### src/rtl/module_uart_tx_mmio.sv
// module_uart_tx_mmio
// Memory-mapped 8N1 UART transmitter that sits on the single-cycle processor's
// data bus next to the data RAM. A store to TXDATA latches a byte. A store of
// SEND to CTRL launches a serial frame. Loads return status or the latched byte.
//
// Parameters:
//   BASE_ADDR - word-aligned base of the 8-byte register window
//   BAUD_DIV  - clock cycles per serial bit (2..65535)
//
// Ports:
//   clk_i    - system clock (shared with processor and RAM)
//   rst_i    - synchronous reset, active low
//   we_i     - processor store strobe
//   addr_i   - processor data address
//   wdata_i  - processor store data
//   rdata_o  - combinational read data, 0 when the window is not addressed
//   hit_o    - combinational window decode
//   tx_o     - serial line, idles high (registered)
//   busy_o   - frame in progress (registered)
//
// Register map (word offset = addr_i[2]):
//   0x0 CTRL/STATUS  write: bit0 SEND, bit2 clear DONE (W1C)
//                    read : {29'b0, DONE, BUSY, 1'b0}
//   0x4 TXDATA       write: latch wdata_i[7:0]; read: {24'b0, txdata}

module module_uart_tx_mmio #(
  parameter logic [31:0] BASE_ADDR = 32'h0000_0400,
  parameter int unsigned BAUD_DIV  = 87
) (
  input  logic        clk_i,
  input  logic        rst_i,
  input  logic        we_i,
  input  logic [31:0] addr_i,
  input  logic [31:0] wdata_i,
  output logic [31:0] rdata_o,
  output logic        hit_o,
  output logic        tx_o,
  output logic        busy_o
);

  typedef enum logic [1:0] {
    ST_IDLE,
    ST_START,
    ST_DATA,
    ST_STOP
  } state_e;

  // Counter value on the final cycle of each serial bit.
  localparam logic [15:0] BIT_LAST = 16'(BAUD_DIV - 1);

  state_e      state_q, state_d;
  logic [15:0] baud_cnt_q, baud_cnt_d;
  logic [2:0]  bit_idx_q, bit_idx_d;
  logic [7:0]  shift_q, shift_d;
  logic [7:0]  txdata_q, txdata_d;
  logic        tx_q, tx_d;
  logic        busy_q, busy_d;
  logic        done_q, done_d;

  logic        wr_ctrl;
  logic        wr_data;
  logic        send_req;
  logic        done_clr;
  logic        done_set;
  logic        bit_end;

  // Only bits 0, 1..7 and 2 of the store data, and the word-level address bits,
  // carry meaning; the rest are deliberately ignored.
  logic        unused_bits;
  assign unused_bits = ^{wdata_i[31:8], addr_i[1:0]};

  assign hit_o    = (addr_i[31:3] == BASE_ADDR[31:3]);
  assign wr_ctrl  = we_i & hit_o & ~addr_i[2];
  assign wr_data  = we_i & hit_o &  addr_i[2];
  assign send_req = wr_ctrl & wdata_i[0];
  assign done_clr = wr_ctrl & wdata_i[2];
  assign bit_end  = (baud_cnt_q == BIT_LAST);
  assign done_set = (state_q == ST_STOP) && bit_end;

  assign tx_o   = tx_q;
  assign busy_o = busy_q;

  // Read data comes straight from the current register state, so a load in
  // the same cycle as a store sees the value from before that store.
  always_comb begin
    rdata_o = 32'd0;
    if (hit_o) begin
      if (addr_i[2]) begin
        rdata_o = {24'd0, txdata_q};
      end else begin
        rdata_o = {29'd0, done_q, busy_q, 1'b0};
      end
    end
  end

  // Next-state logic for the bus registers and the transmit FSM. The line
  // level is computed here one cycle ahead so tx_o can come from a flop.
  always_comb begin
    state_d    = state_q;
    baud_cnt_d = baud_cnt_q;
    bit_idx_d  = bit_idx_q;
    shift_d    = shift_q;
    tx_d       = tx_q;
    busy_d     = busy_q;
    txdata_d   = wr_data ? wdata_i[7:0] : txdata_q;

    // A DONE set on the final STOP cycle beats a clear in the same cycle.
    if (done_set) begin
      done_d = 1'b1;
    end else if (done_clr) begin
      done_d = 1'b0;
    end else begin
      done_d = done_q;
    end

    case (state_q)
      ST_IDLE: begin
        if (send_req) begin
          state_d    = ST_START;
          shift_d    = txdata_q;
          tx_d       = 1'b0;
          busy_d     = 1'b1;
          baud_cnt_d = 16'd0;
          bit_idx_d  = 3'd0;
        end
      end
      ST_START: begin
        if (bit_end) begin
          state_d    = ST_DATA;
          baud_cnt_d = 16'd0;
          bit_idx_d  = 3'd0;
          tx_d       = shift_q[0];
        end else begin
          baud_cnt_d = baud_cnt_q + 16'd1;
        end
      end
      ST_DATA: begin
        if (bit_end) begin
          baud_cnt_d = 16'd0;
          if (bit_idx_q == 3'd7) begin
            state_d   = ST_STOP;
            bit_idx_d = 3'd0;
            tx_d      = 1'b1;
          end else begin
            // Shift right so the next data bit is always at position 0.
            bit_idx_d = bit_idx_q + 3'd1;
            shift_d   = {1'b0, shift_q[7:1]};
            tx_d      = shift_q[1];
          end
        end else begin
          baud_cnt_d = baud_cnt_q + 16'd1;
        end
      end
      ST_STOP: begin
        if (bit_end) begin
          state_d    = ST_IDLE;
          baud_cnt_d = 16'd0;
          busy_d     = 1'b0;
        end else begin
          baud_cnt_d = baud_cnt_q + 16'd1;
        end
      end
      default: begin
        state_d    = ST_IDLE;
        baud_cnt_d = 16'd0;
        bit_idx_d  = 3'd0;
        tx_d       = 1'b1;
        busy_d     = 1'b0;
      end
    endcase
  end

  // All state lives here. Reset aborts any frame and drives the line high on
  // the same edge.
  always_ff @(posedge clk_i) begin
    if (!rst_i) begin
      state_q    <= ST_IDLE;
      baud_cnt_q <= 16'd0;
      bit_idx_q  <= 3'd0;
      shift_q    <= 8'd0;
      txdata_q   <= 8'd0;
      tx_q       <= 1'b1;
      busy_q     <= 1'b0;
      done_q     <= 1'b0;
    end else begin
      state_q    <= state_d;
      baud_cnt_q <= baud_cnt_d;
      bit_idx_q  <= bit_idx_d;
      shift_q    <= shift_d;
      txdata_q   <= txdata_d;
      tx_q       <= tx_d;
      busy_q     <= busy_d;
      done_q     <= done_d;
    end
  end

endmodule

### config.mk
export PLATFORM = sky130hd
export DESIGN_NAME = module_uart_tx_mmio
export DESIGN_NICKNAME = d
export VERILOG_FILES = /design/src/rtl/module_uart_tx_mmio.sv
export SDC_FILE = /design/constraint.sdc
export NUM_CORES = 1
export LEC_CHECK = 0
export ABC_AREA = 1
export CELL_PAD_IN_SITES_DETAIL_PLACEMENT = 1
export CELL_PAD_IN_SITES_GLOBAL_PLACEMENT = 1
export CORE_MARGIN = 5
export CORE_UTILIZATION = 33
export CTS_BUF_LIST = sky130_fd_sc_hd__clkbuf_4 sky130_fd_sc_hd__clkbuf_8 sky130_fd_sc_hd__clkbuf_16
export CTS_CLUSTER_DIAMETER = 150
export DETAILED_ROUTE_END_ITERATION = 16
export PLACE_DENSITY_LB_ADDON = 0.2
export SLEW_MARGIN = 30
export SYNTH_ARGS = -nofsm -noshare
export SYNTH_HDL_FRONTEND = slang
export SYNTH_SLANG_ARGS = --single-unit
export TNS_END_PERCENT = 50
### constraint.sdc
create_clock -name clk_i -period 2.39 [get_ports clk_i]
set_clock_uncertainty 0.05 [all_clocks]
set_input_delay 0.239 -clock clk_i [delete_from_list [all_inputs] [get_ports clk_i]]
set_output_delay 0.239 -clock clk_i [all_outputs]
set_load 0.02 [all_outputs]
-- Yosys cells after proc, flatten, opt, wreduce, memory -nomap -nowiden
Cells that the tools add are included.
- bits in registers: 40
- word-level logic and storage cells: 69
- input port bits: 67
- output and inout bits: 35
- mux-type cells: 30
- reductions and logical operators: 11
- add/subtract/negate cells: 2
- equal/unequal tests: 12
- bitwise operators: 6
- operators with widths (operator ; count):
    2-to-1 mux 8 bit ; 5
    2-to-1 mux 16 bit ; 2
    case mux 16 bit (2 select lines) ; 1
    equality test 29 x 8 -> 1 bit (second input constant) ; 1
    adder 16 x 1 -> 16 bit (second input constant) ; 1
    equality test 16 x 7 -> 1 bit (second input constant) ; 1
    case mux 8 bit (2 select lines) ; 1
    2-to-1 mux 3 bit ; 4
    != test 2 bit (second input constant) ; 6
    2-to-1 mux 2 bit ; 5
    case mux 3 bit (3 select lines) ; 1
    2-to-1 mux 1 bit ; 8
    case mux 2 bit (4 select lines) ; 1
    AND reduction 4 bit ; 2
    nonzero test 2 bit ; 3
    bitwise AND 1 bit ; 5
    AND reduction 5 bit ; 1
    equality test 2 bit (second input constant) ; 2
    adder 3 x 1 -> 3 bit (second input constant) ; 1
    equality test 3 bit (second input constant) ; 1
    case mux 1 bit (3 select lines) ; 1
    AND reduction 3 bit ; 1
    nonzero test 3 bit ; 1
    OR reduction 3 bit ; 1
    other kinds (5) ; 5

-- Logic depth before layout (Yosys ltp)
Gate-level depths: netlist (run 1).
- depth in word-level cells: 6
- depth in mapped cells: 13
- depth with buffers taken out: 12

-- Worst setup path before layout (run 1)
No wires, ideal clock.
- path kind: in2out
- from: in addr_i[4]
- to: out rdata_o[0]
- stages: 6
- arrival: 1.366 ns
- required time: 2.101 ns
- path buffers: 0
- slack: 0.735 ns
- cell sequence: or2_0 -> nor2_1 -> nand2_1 -> nor2_4 -> inv_2 -> nor3_1
- longest elaborated chain between the ends: 2
- RTL lines (element ; RTL line ; text):
    start: declaration ; 33 ; input logic [31:0] addr_i,
    equality test 29 x 8 -> 1 bit ; 72 ; assign hit_o = (addr_i[31:3] == BASE_ADDR[31:3]);
    via hit_o ; 36 ; output logic hit_o,
    2-to-1 mux 8 bit ; 87 ; if (hit_o) begin
    end: declaration ; 35 ; output logic [31:0] rdata_o,
The timed path passes the listed nets, and every way through them passes these cells.

-- Worst setup path in the final report (run 1)
- from: in addr_i[4]
- to: out hit_o
- longest elaborated chain between the ends: 1
- RTL lines (element ; RTL line):
    equality test 29 x 8 -> 1 bit ; 72
    end: declaration ; 36
Every way passes these cells.

==> results of run 1 <==
cells in the mapped netlist, drive strengths merged:
library cell  count
nand2            92
nor2             74
inv              53
dfxtp            40
buf              30
nand3            26
a21oi            21
o21ai            16
nor3             15
nand4            13
ha                9
a211oi            8
xor2              7
clkbuf            5
clkinv            2
nand3b            2
conb              1
nor4              1
o21a              1
or2               1
flip-flops by register name (all words and copies together), names as in the netlist:
name and cells:
done_q 1, state_q 2, tx_o 1, shift_q 8, bit_idx_q 3, busy_o 1
txdata_q 8, baud_cnt_q 16
final cells by class:
| class | count | area (sq um) |
|---|---|---|
| inverters | 55 | 206 |
| clock buffers | 5 | 68.8 |
| flip-flops and latches | 40 | 801 |
| repair buffers | 59 | 591 |
| fillers | 1069 | 4750 |
| multi-input cells | 310 | 1540 |
| well taps | 105 | 131 |
| clock inverters | 3 | 42.5 |
worst max-delay path by stage:
stage,cells past startpoint,endpoint,slack (ns)
after floorplan,6,rdata_o[0],0.74
after global placement,8,rdata_o[0],0.06
final,7,hit_o,0.22
after detailed placement,8,rdata_o[0],0.02
after global routing,8,hit_o,0.11
after CTS,8,rdata_o[0],0.008
cell families after synthesis:
group	share of synthesized area, %
simple gates	37.3
buf+inv	17.0
fa+ha+maj	4.15
other cells	0.138
xor+xnor	2.26
flops	29.5
compound gates	9.72
worst min-delay path, stage by stage, from the launching register on:
cell	delay [ns]
dfxtp_1	0.31
nand2_1	0.06
a21oi_1	0.05
through the flow:
step           hold slack (ns)  utilization [%]  power [mW]  instance area (sq um)  setup WS (ns)
6_report                 0.410             41.6        2.44                   3380          0.218
5_1_grt                  0.431             41.6        2.66                   3380          0.109
4_1_cts                  0.413             41.3        2.49                   3360        0.00775
3_5_place_dp             0.399             40.0        1.92                   3250         0.0182
3_3_place_gp             0.396             40.0        1.86                   3250         0.0644
2_1_floorplan            0.309                -        1.67                   2800          0.735
repair_timing:
action | CTS | global route
setup buffers | 0 | 0
endpoints found under the setup margin | 0 | 8
gates resized for setup | 0 | 8
hold endpoints to repair | 0 | 0
per-layer routing:
layer	global-route usage [%]	wire length, um	vias up
met4	4.04	74	0
li1	-	-	1385
met3	2.63	359	7
met1	18.8	3330	1244
met5	0	0	-
met2	28.3	3830	51
power groups by stage:
stage	clock (mW)	combinational (mW)	sequential [mW]
6_report	0.564	1.06	0.818
5_1_grt	0.610	1.21	0.835
4_1_cts	0.582	1.09	0.820
3_5_place_dp	0	1.08	0.834
3_3_place_gp	0	1.03	0.831
2_1_floorplan	0	0.838	0.832
==> results.toml, run 1 <==
[finish]
antenna_cells = 0
area_growth_pct = 24.5
final_common_cell = "nand2_1"
layout_common_cells = "nand2_1 (86), nor2_1 (71), inv_1 (51), clkdlybuf4s50_1 (43), dfxtp_1 (40)"
layout.cells.non_filler = 577
nNetsFinal = 547
final_layout_size_suffix_gt1_share_pct = 6.78

[power_and_ir_drop]
clock_power_share_pct = 23.1
p_int_mw = 1.44
p_switching_mw = 1.01
p_comb_share_pct = 43.5
p_sw_share_pct = 41.3
p_leak_nw = 1.52
ir_drop_v = 0.000387
power_density_nw_per_um2 = 723
seqPwrFrac_pct = 33.5

[die]
top_level_ports = 102
start_util_pct = 33.4
fp.dieH_um = 101
core_area_sq_um = 8130
die_area_sq_um = 10100
die_x_um = 101
rows = 33

[cts]
cts_sinks = 40
clk_pin_slew_worst_paths_ns = 0.07
h-tree-depth = 2
clock_path_buffers = 2
clock_latency_ns = 0.30
clockRootBuffer = "clkbuf_8"
cts_tree = "yes"
numCtsBuffers = 5
cts_hold_buf = 0

[sta]
rsz0062_at_grt = "false"
setup_tns_ns = 0
slew_viol_final = 0
finalCritPeriodShare_pct = 90.9
period_needed_ns = 2.17
finalHoldViolCount = 0
setup-violations-final = 0
max_freq_mhz = 460

[worst_setup_path]
critPathLaunch = "addr_i[4]"
cp.arrival_ns = 1.88
slowest_stage = "clkdlybuf4s50_1"
crit_chain = "clkdlybuf4s50_1 -> or2_0 -> nor2_1 -> nand2_1 -> nor2_4 -> buf_4 -> clkdlybuf4s50_1"
critPathMaxFanout = 2
r2r_cells = 7
critical_path.max_stage_delay_ns = 0.60
critPathBufInv = 3
required_ns = 2.10
cp-start-kind = "primary input"
r2r_slack_ns = 0.56
cpLargestDelayFamily = "buffers and inverters"
critPathMostFrequentCell = "clkdlybuf4s50_1"
critical_path_class = "primary input to output pin"
cp-end-kind = "output pin"
r2r_start = "baud_cnt_q[1]"
worstReg2RegEnd = "baud_cnt_q[8]"

[placement]
gp_congestion = 0.806
dp_hpwl_mm = 6.11
dp.cells = 569
port_buffers = 51

[yosys]
synth-warning-count = 0
synth_top_cell_area_share_pct = 29.5
synth.distinct_cells = 31
ys_top_cells_by_area = "dfxtp_1 (29%), nand2_1 (12%), nor2_1 (9.8%)"
synth_area_sq_um = 2720
postSynthCellCount = 417
yosysTopAreaCell = "dfxtp_1"
postSynthAreaPerCell_sq_um = 6.51
ys_seq_area_share_pct = 29.5
ys_seq_elements = 40

[global_routing]
track_usage_pct = 15.5
grt_start_max_net_pins = 23
antenna_found_initial = 0
overflow = 0
grt_pass1_vias = 2679
grt_pass1_wl_mm = 12.8

[hold_path]
whs_path_depth = 2
holdPathEnd = "done_q"
hp-class = "flip-flop to flip-flop"
hp-start = "done_q"

[detailed_routing]
drt_iter0_markers = 60
antenna_left = 0
wl_per_cell_um = 13.2
vias = 2687
drc = 0
postRouteWirelength_mm = 7.60
vias_per_cell = 4.66
first_pass_iters = 4

[run_status]
status = "finished, final reports clean"

[flow_run]
drv_cap = 0
Note: power is estimated with default switching activity, not from simulation.
==> inputs of run 2 (changes only) <==
- CORE_MARGIN: 5 -> 8
- CORE_UTILIZATION: 33 -> 27
- clock period: 2.39 -> 1.8 ns (I/O delays scaled with it)
==> results.toml, run 2 (synthesis gave the netlist of run 1 again) <==
[placement]
gp_congestion = 0.798
place_area_sq_um = 3410
dp_hpwl_mm = 6.53
port_buffers = 51

[global_routing]
track_usage_pct = 12.2
grt_pass1_vias = 2725
grt_start_max_net_pins = 23
overflow = 0
grt_pass1_wl_mm = 13.1
antenna_found_initial = 0

[power_and_ir_drop]
p_switching_mw = 1.49
p_comb_share_pct = 47.5
power.total_mw = 3.54
power_density_nw_per_um2 = 962
p_sw_share_pct = 42.1
ir_drop_v = 0.000597
seqPwrFrac_pct = 30.9
p_leak_nw = 1.77
p_int_mw = 2.05
clock_power_share_pct = 21.6

[sta]
setup-violations-final = 0
period_needed_ns = 1.67
finalCritPeriodShare_pct = 92.8
slew_viol_final = 0
finalHoldViolCount = 0
rsz0062_at_grt = "false"
fin_hold_ws_ns = 0.416
max_freq_mhz = 598

[cts]
cts_hold_buf = 0
h-tree-depth = 2
clk_pin_slew_worst_paths_ns = 0.08
clock_path_buffers = 2
numCtsBuffers = 5
cts_tree = "yes"
clock_latency_ns = 0.30
cts_sinks = 40
clockRootBuffer = "clkbuf_8"

[die]
rows = 36
die_area_sq_um = 13500
fp.dieH_um = 116
top_level_ports = 102
start_util_pct = 27.8
die_x_um = 116
core_area_sq_um = 9770

[detailed_routing]
wl_per_cell_um = 13.5
vias_per_cell = 4.48
postRouteWirelength_mm = 8.43
vias = 2802
antenna_left = 0
first_pass_iters = 4
drc = 0
drt_iter0_markers = 91

[finish]
final_layout_size_suffix_gt1_share_pct = 15.8
reg_top3 = "baud_cnt_q: 16 flops, shift_q: 8 flops, txdata_q: 8 flops"
nNetsFinal = 568
nFillCells = 1276
largest_reg_flops = 16
layout_common_cells = "nand2_1 (81), nor2_1 (66), inv_1 (49), dfxtp_1 (38), dlymetal6s2s_1 (29)"
final_common_cell = "nand2_1"
utilization_pct = 37.6
area_growth_pct = 35.2
multi_input_area_sq_um = 1620
stdcell_area_sq_um = 3670
regArea_sq_um = 803
top_register = "baud_cnt_q"
antenna_cells = 0

[worst_setup_path]
cp.arrival_ns = 1.87
cp-end-kind = "flip-flop"
crit_chain = "nand2_1 -> nor3_4 -> nand2_4 -> a21oi_4 -> nand3_4 -> nand2_2 -> inv_1 -> nor2_1"
required_ns = 1.99
critical_path.max_stage_delay_ns = 0.45
critical_path_class = "flip-flop to flip-flop"
critPathMaxFanout = 6
cp-start-kind = "flip-flop"
slowest_stage = "dfxtp_1"

[hold_path]
hp-class = "primary input to flip-flop"

[flow_run]
drv_cap = 0

[run_status]
status = "finished, final reports clean"
-- run 2: changes by cell type in the layout (fill, tap and decap cells not counted), moves of 9 or more --
| cell | previous run | this run |
|---|---|---|
| buf_2 | 0 | 9 |
| buf_4 | 8 | 21 |
| dlymetal6s2s_1 | 8 | 29 |
| clkdlybuf4s50_1 | 43 | 13 |
-- run 2: area by class of cell --
type | instances | area share (%)
flip-flops and latches | 40 | 21.9
multi-input cells | 312 | 44.1
clock buffers | 5 | 1.87
inverters | 55 | 5.72
clock inverters | 3 | 1.16
well taps | 133 | 4.53
repair buffers | 78 | 20.7
-- run 2: worst paths after layout --
check / start / to / slack, ns / cells after the start
setup / recovery: baud_cnt_q[2] / bit_idx_q[1] / 0.13 / 8
hold / removal: wdata_i[3] / txdata_q[3] / 0.42 / 3
setup reg to reg: baud_cnt_q[2] / bit_idx_q[1] / 0.13 / 8
hold reg to reg: done_q / done_q / 0.42 / 2
-- run 2: stage by stage --
step / setup slack, ns / std cells / setup TNS [ns]
finish: 0.129 / 626 / 0
global route: 0.00801 / 626 / 0
CTS: -0.0145 / 623 / -0.0367
detailed placement: -0.459 / 613 / -14.93
global placement: -0.395 / 613 / -13.38
floorplan: 0.188 / 440 / 0
-- run 2: per-layer routing --
metal	track usage, %	routed length, um	vias up	share of wire [%]
li1	-	-	1435	-
met1	14.9	3890	1312	46
met2	20.7	4060	48	48
met3	2.38	376	7	4.5
met4	4.41	103	0	1.2
met5	0	0	-	0
-- run 2: what timing repair did --
item	4_1_cts	5_1_grt
gates resized for setup	43	54
setup endpoints to repair	26	40
endpoints found under the hold margin	0	0
cloned	1	2
pin swaps	0	34
setup buffers	1	1
-- run 2: critical path, delay by kind of cell (launching register included) --
kind | cells | cell delay (ns)
buffers and inverters | 1 | 0.03
DFF | 1 | 0.45
and+or+nand+nor | 6 | 0.83
AOI/OAI and AO/OA | 1 | 0.26
-- run 2: power groups by stage --
stage / Sequential (mW) / Clock [mW] / Combinational (mW)
floorplan: 1.10 / 0 / 1.11
global placement: 1.10 / 0 / 1.46
detailed placement: 1.11 / 0 / 1.49
CTS: 1.09 / 0.800 / 1.55
global route: 1.11 / 0.827 / 1.90
finish: 1.09 / 0.764 / 1.68
